[config.mk]
export PLATFORM = sky130hd
export DESIGN_NAME = trace_buffer
export DESIGN_NICKNAME = d
export VERILOG_FILES = /design/src/rtl/trace_buffer.sv
export SDC_FILE = /design/constraint.sdc
export NUM_CORES = 1
export LEC_CHECK = 0
export BUFFER_PORTS_ARGS = -buffer_cell sky130_fd_sc_hd__buf_2
export CORE_MARGIN = 2
export CORE_UTILIZATION = 50
export DETAILED_ROUTE_END_ITERATION = 8
export PLACE_DENSITY = 0.63
export SLEW_MARGIN = 20
export SYNTH_ARGS = -nofsm -noshare
export SYNTH_HDL_FRONTEND = slang
export SYNTH_SLANG_ARGS = --single-unit
[constraint.sdc]
create_clock -name clk_i -period 11.3 [get_ports clk_i]
set_clock_uncertainty 0.15 [all_clocks]
set_input_delay 3.39 -clock clk_i [delete_from_list [all_inputs] [get_ports clk_i]]
set_output_delay 3.39 -clock clk_i [all_outputs]
set_load 0.05 [all_outputs]
[src/rtl/trace_buffer.sv]
// Trace record FIFO between trace_unit and a debug reader. Records are captured on
// trace_ready_i, drained through a req/gnt/rvalid port, and overflow drops are counted.
module trace_buffer #(
   parameter int TRACE_WIDTH = 96,
   parameter int DEPTH       = 16
) (
   input  logic                       clk_i,
   input  logic                       rst_ni,
   input  logic                       trace_ready_i,
   input  logic [TRACE_WIDTH-1:0]     trace_i,
   input  logic                       clear_i,
   input  logic                       rd_req_i,
   output logic                       rd_gnt_o,
   output logic                       rd_rvalid_o,
   output logic [TRACE_WIDTH-1:0]     rd_rdata_o,
   output logic [$clog2(DEPTH):0]     level_o,
   output logic                       empty_o,
   output logic                       full_o,
   output logic                       overflow_o,
   output logic [15:0]                drop_count_o
);

   localparam int AW = $clog2(DEPTH);
   localparam int LW = AW + 1;

   typedef enum logic {R_IDLE, R_RESP} rd_state_e;

   logic [TRACE_WIDTH-1:0] mem_q [DEPTH];

   logic [AW-1:0]          wr_ptr_q, wr_ptr_d;
   logic [AW-1:0]          rd_ptr_q, rd_ptr_d;
   logic [LW-1:0]          level_q, level_d;
   logic                   overflow_q, overflow_d;
   logic [15:0]            drop_q, drop_d;
   rd_state_e              state_q;
   logic                   rvalid_q;
   logic [TRACE_WIDTH-1:0] rdata_q;

   logic empty, full, gnt, wr_en, drop;

   always_comb begin
      empty = (level_q == '0);
      full  = (level_q == LW'(DEPTH));
      // The grant only looks at registered occupancy, so a same-cycle write is never bypassed.
      gnt   = rd_req_i & ~empty & ~clear_i;
      // A pop in the same cycle frees the slot the incoming record needs.
      wr_en = trace_ready_i & ~clear_i & (~full | gnt);
      drop  = trace_ready_i & ~clear_i & full & ~gnt;

      wr_ptr_d   = wr_ptr_q;
      rd_ptr_d   = rd_ptr_q;
      level_d    = level_q;
      overflow_d = overflow_q;
      drop_d     = drop_q;

      if (wr_en) wr_ptr_d = wr_ptr_q + AW'(1);
      if (gnt)   rd_ptr_d = rd_ptr_q + AW'(1);

      case ({wr_en, gnt})
         2'b10:   level_d = level_q + LW'(1);
         2'b01:   level_d = level_q - LW'(1);
         default: level_d = level_q;
      endcase

      if (drop) begin
         overflow_d = 1'b1;
         if (drop_q != 16'hFFFF) drop_d = drop_q + 16'd1;
      end

      if (clear_i) begin
         wr_ptr_d   = '0;
         rd_ptr_d   = '0;
         level_d    = '0;
         overflow_d = 1'b0;
         drop_d     = '0;
      end
   end

   always_ff @(posedge clk_i) begin
      if (wr_en) mem_q[wr_ptr_q] <= trace_i;
   end

   always_ff @(posedge clk_i or negedge rst_ni) begin
      if (!rst_ni) begin
         wr_ptr_q   <= '0;
         rd_ptr_q   <= '0;
         level_q    <= '0;
         overflow_q <= 1'b0;
         drop_q     <= '0;
      end else begin
         wr_ptr_q   <= wr_ptr_d;
         rd_ptr_q   <= rd_ptr_d;
         level_q    <= level_d;
         overflow_q <= overflow_d;
         drop_q     <= drop_d;
      end
   end

   // Read response FSM; rdata_q keeps the last returned record until the next grant.
   always_ff @(posedge clk_i or negedge rst_ni) begin
      if (!rst_ni) begin
         state_q  <= R_IDLE;
         rvalid_q <= 1'b0;
         rdata_q  <= '0;
      end else begin
         case (state_q)
            R_IDLE: begin
               rvalid_q <= gnt;
               if (gnt) state_q <= R_RESP;
            end
            R_RESP: begin
               rvalid_q <= gnt;
               state_q  <= gnt ? R_RESP : R_IDLE;
            end
            default: begin
               rvalid_q <= 1'b0;
               state_q  <= R_IDLE;
            end
         endcase
         if (gnt) rdata_q <= mem_q[rd_ptr_q];
      end
   end

   assign rd_gnt_o     = gnt;
   assign rd_rvalid_o  = rvalid_q;
   assign rd_rdata_o   = rdata_q;
   assign level_o      = level_q;
   assign empty_o      = empty;
   assign full_o       = full;
   assign overflow_o   = overflow_q;
   assign drop_count_o = drop_q;

endmodule
Word level (Yosys, flattened, before mapping)
Memories as Yosys holds them, arrays and structs flattened. A register that Yosys moved wholly into a read port is not among the register bits. Index checks and enable logic that the tools add are counted.

Register bits: 31. Input port bits: 101. Output and inout bits: 122. Logic and storage cells: 48. Bits in read-only memories: 0. RAM bits: 1536. Latch bits: 0. Memories: 1.

Memories: mem_q (depth 16, bits a word 96, rd ports 1, clocked after memory_dff 1, wr ports 1, line 28) `logic [TRACE_WIDTH-1:0] mem_q [DEPTH];`.

Bitwise operators: 11. Div/mod/pow operators: 0. Multiply operators: 0. Equal/unequal tests: 4. Magnitude comparators: 0. Multiplexer cells: 13. Shift operators: 0. Reduce and logical (&&, ||, !) cells: 8. Add/sub/neg operators: 5.

Operator list (number): $mux 16 (3); $add 16x1->16 const B (1); $mux 4 (4); $ne 16x16->1 const B (1); $pmux 5 s2 (1); $add 4x1->4 const B (2); $reduce_bool 2->1 (4); $and 1x1->1 (6); $add 5x1->5 const B (1); $eq 5x5->1 const B (1); $logic_not 5->1 (1); $mux 5 (1); $sub 5x1->5 const B (1); $mux 1 (4); $not 1->1 (4); $reduce_bool 3->1 (1); $eq 2x1->1 const B (1); $eq 2x2->1 const B (1); $reduce_and 2->1 (1); $logic_not 1->1 (1); $or 1x1->1 (1).

Logic depth before layout (Yosys ltp)
Depth after elaboration: 9. Gate-level depth with buffers: 13. Gate-level depth less buffers: 12.

Worst setup path after synthesis
OpenSTA, ideal clock, no wires.

Path type: input to register. From: input port trace_ready_i. To: memory mem_q[4][0], enable pin. Cell stages on the path: 5. Data arrival time: 10900 ps. Path buffers: 1. Setup time: 668 ps. Slack: -418 ps. Data required time: 10482 ps. Cells stage by stage: clkbuf_1 inv_1 a311oi_2 nand2_1 nor3_1.

Longest elaborated chain between the ends: 4.

RTL lines: start: declaration (line 9) `input logic trace_ready_i,`; $and 1x1->1 (2 in series) (line 47) `wr_en = trace_ready_i & ~clear_i & (~full | gnt);`; $mux 1 (line 80) `if (wr_en) mem_q[wr_ptr_q] <= trace_i;`; $mux 1 (implied by the code) (line 80); end: declaration (line 28).

Every way passes these cells.

Final worst setup path
From: input port clear_i. To: output port rd_gnt_o.

Longest elaborated chain between the ends: 2.

RTL lines: start: declaration (line 11) `input logic clear_i,`; $not 1->1 (line 45) `gnt = rd_req_i & ~empty & ~clear_i;`; $and 1x1->1 (line 45); end: declaration (line 13) `output logic rd_gnt_o,`.

Every way passes these cells.

==> flow_summary.ini <==
[clocking]
clk_latency_ns = 0.78
cts_buffers = 167
clkTransAtPathRegs_ns = 0.06
ctsResizeCount = 0
cts_setup_buffers = 0
root_buffer = clkbuf_16
cts-hold-fix-buffers = 0
clock_path_buffers = 3
cts_max_level = 4
numClockSinks = 1663
cts_tree = yes

[floorplanning]
coreArea_um2 = 125200
die_h_um = 358.6
rows = 130
pin_count = 223
dieArea_um2 = 128600
start_util = 0.5019
die_x_um = 358.6

[worst_setup_path]
end_kind = primary output
crit_type = primary input to primary output
crit_required_ns = 7.76
path_max_fanout = 55
start_kind = primary input
cp.arrival_ns = 5.22

[timing]
slew_viol_final = 0
tightest_slew_ns = 1.159
fin_crit_sh = 0.7757
rsz0062_at_grt = no
timing.final.ws_setup_ns = 2.535
hold_viol_final = 0
period_needed_ns = 8.765
finalSetupViolCount = 0
hold-worst-slack_ns = 0.3333
slew_headroom = 0.2274
fmax_mhz = 114.1

[global_routing]
grt_usage = 0.2151
antenna_found_initial = 22
grt_max_degree = 151
grt-ovfl-total = 0
grt_pass1_wl_mm = 201.2
grt_pass1_vias = 30490

[logic_synthesis]
yosysMostFrequentCell = edfxtp_1
synth-seq-cells = 1663
synth_largest_area_cell = edfxtp_1
synth_area_um2 = 62860
synth_fp_nets = 2867
ys.flop_type = edfxtp_1
synth_commonest_cells = edfxtp_1, mux4_2, mux2i_1, dfrtp_1, nand2_1
syn_avg_cell_area_um2 = 22.81
synthDominantCellAreaShare = 0.7338
async_flop_share = 0.07637
synth_edf_count = 1536
synthCells = 2756
ys_types = 46
synthTopCellsByArea = edfxtp_1, mux4_2, dfrtp_1
ys_seq_area_frac = 0.7844
yosys_warnings = 0

[placed_design]
portBuffers = 222
gp_congestion = 0.7585
hpwlAfterDp_mm = 71.14
pre_cts_ws_ns = 2.525

[detailed_routing]
dr_total_vias = 29070
avgViaCountPerCell = 5.995
drtIter0Drc = 3094
first_pass_iters = 5
drc = 0
wl_per_cell_um = 28.05
ant_nets = 0
routed_wl_mm = 136.0

[pwr]
p_per_area_nw_per_um2 = 214.5
power_frac_clock = 0.365
switching_share = 0.2693
p_switching_w = 0.004134
p_seq_frac = 0.470
leakage_nw = 22.91
ir_drop_mv = 0.1743
p_comb_frac = 0.165
internal_power_w = 0.01121

[finish]
final_nets = 3161
syn_to_final_growth_pct = 13.86
drive_above_1_share = 0.2965
final_util = 0.5714

[status]
status = complete, no violations

[worst_hold_path]
hold_class = flip-flop to flip-flop

[flow_run]
max_cap_violations = 0
[registers in the layout, summed over array words and instances (netlist names)]
| signal | count |
|---|---|
| drop_count_o | 16 |
| level_o | 5 |
| mem_q | 1536 |
| overflow_o | 1 |
| rd_ptr_q | 4 |
| rd_rdata_o | 96 |
| rd_rvalid_o | 1 |
| wr_ptr_q | 4 |
[layout by cell type, fill, tap and decap left out, types with 5 or more instances in the layout]
cell          n
edfxtp_1   1536
mux4_2      384
buf_2       221
mux2i_1     194
clkbuf_16   174
dfrtp_1     124
nand2_1     111
o221ai_1     96
buf_4        47
clkbuf_1     46
nor2_1       30
clkinv_2     26
clkbuf_8     21
bufinv_16    16
xnor2_1      13
clkinv_1     12
inv_1        11
ha_1          9
diode_2       8
and2_4        8
nor3_1        8
xor2_1        8
nand4_1       7
a21oi_1       7
inv_6         7
nand3_1       6
o21ai_0       5
[worst max-delay path, stage by stage]
cell and delay [ns]:
buf_2 0.50, nand2b_4 0.87, inv_2 0.17, buf_2 0.27
[metrics by stage]
step	instance area, µm²	setup TNS (ns)	instances	power [W]
after floorplan	62860	-160.55	2756	0.009129
after global placement	65910	0	4531	0.009876
after detailed placement	65910	0	4531	0.009919
after CTS	71550	0	4841	0.01550
after global routing	71550	0	4843	0.01588
final	71570	0	4849	0.01535
[metal layers]
metal  track usage  vias to the layer above  share of wire
li1              -                    12210              -
met1        0.3030                    15670           0.42
met2        0.3516                      973           0.50
met3       0.03990                      207          0.067
met4       0.05467                       12          0.019
met5             0                        -        0.00053
[cell type report]
cell class / count / area [µm²]
Fill cell: 9064 / 53680
Clock buffer: 241 / 4816
Antenna cell: 8 / 20.02
Timing Repair Buffer: 273 / 1541
Multi-Input combinational cell: 933 / 12950
Inverter: 12 / 45.04
Sequential cell: 1663 / 49310
Clock inverter: 69 / 817.0
Tap cell: 1650 / 2064
[power groups by stage]
stage / logic [W] / clock network, W / registers (W)
after global routing: 0.00270 / 0.00594 / 0.00724
after global placement: 0.00253 / 0 / 0.00735
after detailed placement: 0.00257 / 0 / 0.00735
after floorplan: 0.00135 / 0 / 0.00778
final: 0.00253 / 0.00560 / 0.00722
after CTS: 0.00257 / 0.00570 / 0.00723
[final timing paths]
| check | from | to | slack (ns) | depth (start not counted) |
|---|---|---|---|---|
| worst max-delay path | clear_i | rd_gnt_o | 2.54 | 4 |
| worst max register to register | level_o[1]$_DFFE_PN0P_ | rd_rdata_o[86]$_DFFE_PN0N_ | 6.98 | 7 |
| worst min-delay path | rd_rdata_o[81]$_DFFE_PN0N_ | rd_rdata_o[81]$_DFFE_PN0N_ | 0.33 | 2 |
| max in group asynchronous | rst_ni | rd_ptr_q[1]$_DFFE_PN0P_ | 7.32 | 2 |
| min in group asynchronous | rst_ni | rd_rdata_o[81]$_DFFE_PN0N_ | 2.35 | 1 |
| worst min register to register | rd_rdata_o[81]$_DFFE_PN0N_ | rd_rdata_o[81]$_DFFE_PN0N_ | 0.33 | 2 |
[cells by family after synthesis]
kind of cell / synth area share
DFF: 0.7844
and+or+nand+nor: 0.01515
adders and majority gates: 0.002110
AOI/OAI and AO/OA: 0.01529
muxes: 0.1692
buffers and inverters: 0.01097
xor gates and xnor gates: 0.002926
Power figures use the tool's default switching activity.
